File: src/rtl/uart_host_pkg.sv
// rtl/uart_host_pkg.sv - shared widths and TX sequencer state encodings for uart_host_fifo
package uart_host_pkg;

    localparam int BYTE_W = 8;

    typedef enum logic [1:0] {
        T_IDLE  = 2'd0,
        T_LOAD  = 2'd1,
        T_GUARD = 2'd2
    } tx_state_e;

endpackage

File: src/rtl/uart_sync_fifo.sv
// rtl/uart_sync_fifo.sv - single-clock FIFO with wrap-bit pointers, full/empty and occupancy
module uart_sync_fifo #(
    parameter int AW = 4,
    parameter int DW = 8
) (
    input  logic          clk,
    input  logic          rst_n,
    input  logic          push,
    input  logic [DW-1:0] wdata,
    input  logic          pop,
    output logic [DW-1:0] rdata,
    output logic          full,
    output logic          empty,
    output logic [AW:0]   level
);

    logic [DW-1:0] mem [0:(1<<AW)-1];
    logic [AW:0]   wr_ptr;
    logic [AW:0]   rd_ptr;
    logic          do_push;
    logic          do_pop;

    assign empty = (wr_ptr == rd_ptr);
    assign full  = (wr_ptr[AW] != rd_ptr[AW]) && (wr_ptr[AW-1:0] == rd_ptr[AW-1:0]);
    assign level = wr_ptr - rd_ptr;
    assign rdata = mem[rd_ptr[AW-1:0]];

    // A push into a full FIFO is still taken when the head leaves on the same edge:
    // the new byte lands in the slot being vacated.
    assign do_pop  = pop && !empty;
    assign do_push = push && (!full || do_pop);

    always_ff @(posedge clk) begin
        if (do_push) begin
            mem[wr_ptr[AW-1:0]] <= wdata;
        end
    end

    always_ff @(posedge clk or negedge rst_n) begin
        if (!rst_n) begin
            wr_ptr <= '0;
            rd_ptr <= '0;
        end else begin
            if (do_push) begin
                wr_ptr <= wr_ptr + 1'b1;
            end
            if (do_pop) begin
                rd_ptr <= rd_ptr + 1'b1;
            end
        end
    end

endmodule

File: src/rtl/uart_host_fifo.sv
// rtl/uart_host_fifo.sv - host-side TX/RX byte buffering in front of the UART transceiver
module uart_host_fifo
    import uart_host_pkg::*;
#(
    parameter int TX_AW = 4,
    parameter int RX_AW = 4
) (
    input  logic              clk,
    input  logic              rst_n,
    input  logic              tx_valid,
    input  logic [BYTE_W-1:0] tx_data,
    output logic              tx_ready,
    output logic              rx_valid,
    output logic [BYTE_W-1:0] rx_data,
    input  logic              rx_ready,
    output logic [TX_AW:0]    tx_level,
    output logic [RX_AW:0]    rx_level,
    output logic              rx_overrun,
    input  logic              overrun_clr,
    output logic              uart_load,
    output logic [BYTE_W-1:0] uart_d,
    input  logic              uart_txbusy,
    input  logic              uart_bytercvd,
    input  logic [BYTE_W-1:0] uart_q
);

    logic              tx_full;
    logic              tx_empty;
    logic              tx_push;
    logic              tx_pop;
    logic [BYTE_W-1:0] tx_head;
    logic              rx_full;
    logic              rx_empty;
    logic              rx_pop;
    logic              rx_drop;
    logic              load_start;
    tx_state_e         state;
    tx_state_e         state_nxt;

    assign tx_ready = !tx_full;
    assign tx_push  = tx_valid && tx_ready;
    assign tx_pop   = load_start;

    uart_sync_fifo #(.AW(TX_AW), .DW(BYTE_W)) u_tx_fifo (
        .clk   (clk),
        .rst_n (rst_n),
        .push  (tx_push),
        .wdata (tx_data),
        .pop   (tx_pop),
        .rdata (tx_head),
        .full  (tx_full),
        .empty (tx_empty),
        .level (tx_level)
    );

    assign rx_valid = !rx_empty;
    assign rx_pop   = rx_ready && rx_valid;
    assign rx_drop  = uart_bytercvd && rx_full && !rx_pop;

    uart_sync_fifo #(.AW(RX_AW), .DW(BYTE_W)) u_rx_fifo (
        .clk   (clk),
        .rst_n (rst_n),
        .push  (uart_bytercvd),
        .wdata (uart_q),
        .pop   (rx_pop),
        .rdata (rx_data),
        .full  (rx_full),
        .empty (rx_empty),
        .level (rx_level)
    );

    // T_GUARD skips one txbusy sample because the transceiver raises busy a cycle after load.
    always_comb begin
        state_nxt  = state;
        load_start = 1'b0;
        case (state)
            T_IDLE: begin
                if (!tx_empty && !uart_txbusy) begin
                    load_start = 1'b1;
                    state_nxt  = T_LOAD;
                end
            end
            T_LOAD:  state_nxt = T_GUARD;
            T_GUARD: state_nxt = T_IDLE;
            default: state_nxt = T_IDLE;
        endcase
    end

    always_ff @(posedge clk or negedge rst_n) begin
        if (!rst_n) begin
            state      <= T_IDLE;
            uart_load  <= 1'b0;
            uart_d     <= '0;
            rx_overrun <= 1'b0;
        end else begin
            state     <= state_nxt;
            uart_load <= load_start;
            if (load_start) begin
                uart_d <= tx_head;
            end
            if (rx_drop) begin
                rx_overrun <= 1'b1;
            end else if (overrun_clr) begin
                rx_overrun <= 1'b0;
            end
        end
    end

endmodule
File: config.mk
export PLATFORM = sky130hd
export DESIGN_NAME = uart_host_fifo
export DESIGN_NICKNAME = d
export VERILOG_FILES = /design/src/rtl/uart_host_pkg.sv /design/src/rtl/uart_sync_fifo.sv /design/src/rtl/uart_host_fifo.sv
export SDC_FILE = /design/constraint.sdc
export NUM_CORES = 1
export LEC_CHECK = 0
export ABC_AREA = 1
export CAP_MARGIN = 20
export CORE_AREA = 2 2 179 181
export CTS_CLUSTER_DIAMETER = 30
export CTS_CLUSTER_SIZE = 24
export DETAILED_ROUTE_END_ITERATION = 10
export DIE_AREA = 0 0 181 183
export HOLD_SLACK_MARGIN = 0.05
export MAX_ROUTING_LAYER = met4
export PLACE_DENSITY = 0.64
export SLEW_MARGIN = 20
export SYNTH_ARGS = -nofsm -noshare
export SYNTH_HDL_FRONTEND = slang
export SYNTH_SLANG_ARGS = --single-unit
File: constraint.sdc
create_clock -name clk -period 3.4 [get_ports clk]
set_clock_uncertainty 0.15 [all_clocks]
set_input_delay 0.85 -clock clk [delete_from_list [all_inputs] [get_ports clk]]
set_output_delay 0.85 -clock clk [all_outputs]
set_load 0.02 [all_outputs]
# --- Yosys cells after proc, flatten, opt, wreduce, memory -nomap -nowiden ---
# Memory sizes are Yosys's and may differ from the RTL's. A register that Yosys moved wholly into a read port is not among the register bits.
# Index checks and enable logic that the tools add are counted.
classes:
  n_addsub: 6
  eq_ne: 8
  muxes: 10
  reduce_logical: 22
ops:
  columns: ["cell", "n"]
  rows:
  - ["adder 5 x 1 -> 5 bit (second input constant)", 4]
  - ["logical AND 1 bit", 11]
  - ["== test 5 bit", 2]
  - ["subtractor 5 bit", 2]
  - ["== test 4 bit", 2]
  - ["2-to-1 mux 1 bit", 8]
  - ["logical NOT 1 bit", 7]
  - ["case mux 2 bit (2 select lines)", 1]
  - ["== test 2 x 1 -> 1 bit (second input constant)", 1]
  - ["logical NOT 2 bit", 1]
  - ["logical OR 1 bit", 2]
  - ["2-to-1 mux 2 bit", 1]
  - ["inequality test 1 bit", 2]
  - ["inequality test 2 bit (second input constant)", 1]
  - ["nonzero test 2 bit", 1]
totals:
  regBits: 24
  mem_bits_rw: 256
  inputBits: 23
  output_inout_bits: 30
  elab_cells: 55
  memories: 2
memory_table:
  columns: ["name", "depth", "word_bits", "read_ports", "rd_ports_with_merged_regs", "wr", "line", "source"]
  rows:
  - ["u_rx_fifo.mem", 16, 8, 1, 0, 1, "uart_sync_fifo.sv:17", "logic [DW-1:0] mem [0:(1<<AW)-1];"]
  - ["u_tx_fifo.mem", 16, 8, 1, 1, 1, "uart_sync_fifo.sv:17", null]

# --- Depth between registers and ports, before layout ---
# Gate-level depths: netlist of the first run.
depth:
  ltp_word: 10
  mapped_depth: 11
  ltp_nobuf: 10

# --- Cells and area by module ---
# A second synthesis of the first run with hierarchy kept.
unflattened:
  hier_cells: 1407
  area_unflattened_um2: 13402.9
by_module_without_submodules:
  columns: ["mod", "instances", "cells_per_inst", "area_per_inst_um2", "seq_area_each_um2"]
  rows:
  - ["uart_sync_fifo", 2, 677, 6457.4, 4093.9]
  - ["uart_host_fifo", 1, 53, 488.0, 300.3]

# --- Least setup slack after synthesis of the first run ---
# OpenSTA, ideal clock, no wires.
synth_path:
  kind: "reg-to-output"
  start: "reg u_tx_fifo.wr_ptr[0]"
  end: "out tx_level[4]"
  arrival_ns: 1.634
  required_ns: 2.400
  slack_ns: 0.766
  stages_incl_launch_ff: 6
  path_buffers: 0
  cell_sequence: "dfrtp_1 inv_1 ha_1 fa_1 o21ai_0 xor2_1"
synth_between:
  elab_chain_cells: 1
synth_lines:
  columns: ["item", "line", "source"]
  rows:
  - ["from (decl)", "uart_sync_fifo.sv:18", "logic [AW:0] wr_ptr;"]
  - ["from (signal assigned)", "uart_sync_fifo.sv:45", "wr_ptr <= wr_ptr + 1'b1;"]
  - ["subtractor 5 bit", "uart_sync_fifo.sv:25", "assign level = wr_ptr - rd_ptr;"]
  - ["to (decl)", "uart_host_fifo.sv:16", "output logic [TX_AW:0] tx_level,"]
# No other way between the ends.

# --- Final worst setup path of the first run ---
layout_path:
  start: "reg u_rx_fifo.rd_ptr[0]"
  end: "out rx_data[7]"
layout_between:
  elab_chain_cells: 1
layout_lines:
  columns: ["item", "line", "source"]
  rows:
  - ["from (decl)", "uart_sync_fifo.sv:19", "logic [AW:0] rd_ptr;"]
  - ["from (signal assigned)", "uart_sync_fifo.sv:48", "rd_ptr <= rd_ptr + 1'b1;"]
  - ["memory read (16 x 8 bit)", null, null]
  - ["to (decl)", "uart_host_fifo.sv:14", "output logic [BYTE_W-1:0] rx_data,"]
# No other way between the ends.

==> results.py, run 1 <==
metrics = {
    "timing": {
        "worstMarginPinSlew_ns": 0.810,
        "fmax_mhz": 301,
        "period_minus_slack_ns": 3.32,
        "slew_viol_final": 0,
        "post-route-period-util_pct": 97.6,
        "hold_viol_final": 0,
        "max_slew_margin_pct": 46.0,
        "rsz0062_at_grt": "yes",
        "setup_viol": 0,
    },
    "worst_setup_path": {
        "required_ns": 2.40,
        "setup.worst_path.class": "register to output pin",
        "critical_path_arrival_ns": 2.32,
        "crit_fanout": 15,
        "worst_setup_path_end_kind": "output pin",
        "start_kind": "register",
    },
    "global_routing": {
        "grt_start_max_net_pins": 68,
        "grt_util_all_layers_pct": 17.8,
        "antenna_found_initial": 0,
        "grt_overflow_total": 0,
        "grt_pass1_wl_um": 44800,
        "grt_pass1_vias": 8158,
    },
    "drt": {
        "drc": 0,
        "detail_route.first_pass.iterations": 6,
        "vias": 8354,
        "drtIter0Drc": 679,
        "vias_per_cell": 4.95,
        "antenna_left": 0,
        "totalWireLength_um": 28600,
        "wl_per_cell_um": 16.9,
    },
    "die": {
        "pin_count": 53,
        "die_h_um": 183,
        "core-area_um2": 31200,
        "initial_utilization_pct": 39.7,
        "rows": 65,
        "fp.dieArea_um2": 33100,
        "die_width_um": 181,
    },
    "logic_synthesis": {
        "synth-seq-cells": 288,
        "synth_edf_count": 256,
        "synth_fp_nets": 1168,
        "netlist.area_leader.share_pct": 62.1,
        "ys_seq_area_share_pct": 68.5,
        "synth_area_leaders": "edfxtp_1 (62%), nand2_1 (8.0%), dfrtp_1 (6.5%), nor2_1 (4.6%), nand3_1 (3.6%)",
        "synth_ff_type": "edfxtp_1",
        "yosysWarnings": 0,
        "ys_async_sr_fraction_pct": 11.1,
        "synthCells": 1125,
        "synth_commonest_cells": "nand2_1 (265), edfxtp_1 (256), nor2_1 (153)",
        "netlist_area_um2": 12400,
        "syn_area_per_cell_um2": 11.0,
        "yosysMostFrequentCell": "nand2_1",
        "yosys.area.top_type": "edfxtp_1",
        "yosysUniqueCellTypes": 24,
    },
    "placed_design": {
        "placed_cells": 1580,
        "numPortBuffers": 52,
        "place.gp.congestion": 0.848,
        "dpl-instance-area_um2": 13500,
        "hpwl_um": 17200,
    },
    "clock_network": {
        "worstSkewPairLatency_ns": 0.58,
        "cts_buffers": 58,
        "clockBufferDepth": 3,
        "cts_tree": "done",
        "hold_buffers": 0,
        "htreeDepth": 2,
        "clk_pin_slew_ns": 0.05,
        "cts_setup_buffers": 0,
        "cts_root_buf": "clkbuf_16",
        "clock-sinks": 288,
    },
    "worst_hold_path": {
        "hold_class": "input port to async pin",
    },
    "cells_and_area": {
        "finalNetCount": 1281,
        "syn_to_final_growth_pct": 25.0,
        "drive_gt1_share_pct": 12.7,
        "antenna_cells": 0,
        "fin_cells": 1688,
        "finish.instance_area_um2": 15500,
    },
    "run": {
        "cap_violations": 0,
    },
    "power_and_ir_drop": {
        "ir_drop_mv": 0.926,
        "p_per_area_nw_per_um2": 993,
        "p_leak_uw": 0.00625,
    },
    "outcome": {
        "run_status": "completed",
    },
}
[routing by layer]
metal	vias up	wire (µm)	track usage, %
li1	4015	-	-
met1	3979	12200	22.8
met2	302	13800	28.9
met3	58	1940	3.32
met4	0	648	5.89
met5	-	0	-
[area by class of cell]
class	count	area, µm²
repair buffers	97	877
clock buffers	67	1540
well taps	402	503
multi-input cells	669	3140
fillers	2767	15700
inverters	124	468
flip-flops and latches	288	8490
clock inverters	41	468
[critical path, stage by stage, from the launching register on]
cell and delay (ns):
dfrtp_2 0.47, inv_4 0.18, buf_4 0.23, nor2_1 0.07
o211ai_1 0.19, nand3_1 0.16, nand3_1 0.11, dlygate4sd2_1 0.33
[power by group]
part	total, µW	switching [µW]	leakage, µW	internal (µW)
registers	4620	246	0.00269	4370
logic	5140	3400	0.00259	1740
clock network	5620	1850	0.000976	3770
[per-stage QoR]
| stage | setup slack, ns | setup TNS, ns | hold WS, ns | total power [µW] | util, % |
|---|---|---|---|---|---|
| final | 0.0803 | 0 | 0.223 | 15400 | 49.6 |
| after global routing | -0.0451 | -0.147 | 0.267 | 16300 | 49.6 |
| after CTS | 0.0467 | 0 | 0.238 | 15500 | 49.6 |
| after detailed placement | 0.242 | 0 | 0.270 | 9990 | 43.2 |
| after global placement | 0.280 | 0 | 0.265 | 9930 | 43.2 |
| after floorplan | 0.766 | 0 | 0.251 | 8080 | - |
[path summary, 6_finish.rpt]
| path | startpoint | endpoint | slack, ns | depth (start not counted) |
|---|---|---|---|---|
| max reg2reg | u_tx_fifo.rd_ptr[0] | uart_d[3] | 0.72 | 11 |
| min reg2reg | state[1] | state[1] | 0.28 | 1 |
| min | rst_n | uart_d[1] | 0.22 | 1 |
| max | u_rx_fifo.rd_ptr[0] | rx_data[7] | 0.08 | 7 |
| max in group asynchronous | rst_n | u_tx_fifo.rd_ptr[0] | 2.30 | 1 |
| min in group clk | state[1] | state[1] | 0.28 | 1 |
[kinds of logic after synthesis]
family,after synthesis,share of synthesized area [%]
flip-flops,288,68.5
AO/OA/AOI/OAI,113,5.06
XOR/XNOR,23,1.63
adder cells (fa/ha/maj),20,2.14
buffers and inverters,168,6.08
AND/OR/NAND/NOR,513,16.5
[timing repair]
| item | CTS | global route |
|---|---|---|
| gates cloned | 0 | 0 |
| endpoints found under the setup margin | 17 | 10 |
| gates resized for setup | 26 | 8 |
[flip-flops by register name, summed over array words and instances, names as in the netlist]
register          count
u_rx_fifo.mem       128
u_tx_fifo.mem       128
uart_d                8
u_rx_fifo.rd_ptr      5
u_rx_fifo.wr_ptr      5
u_tx_fifo.rd_ptr      5
u_tx_fifo.wr_ptr      5
state                 2
rx_overrun            1
uart_load             1
[layout by cell type (no fill, tap or decap), drive strengths merged]
cell type and n:
a21oi 11, buf 48, bufinv 7, clkbuf 68
clkdlybuf4s15 1, clkdlybuf4s50 33, clkinv 29, clkinvlp 5
dfrtp 32, dlygate4sd2 13, dlymetal6s2s 1, edfxtp 256
fa 2, ha 18, inv 124, nand2 269
nand3 90, nor2 153, nor3 1, o211ai 16
o21ai 69, o22ai 17, xnor2 2, xor2 21
Power figures use the tool's default switching activity.
==> run 2: changes to the inputs <==
Settings changed: HOLD_SLACK_MARGIN 0.05 to 0.12.
==> results of run 2 <==
Final layout, timing and power as in run 1 (identical DEF).
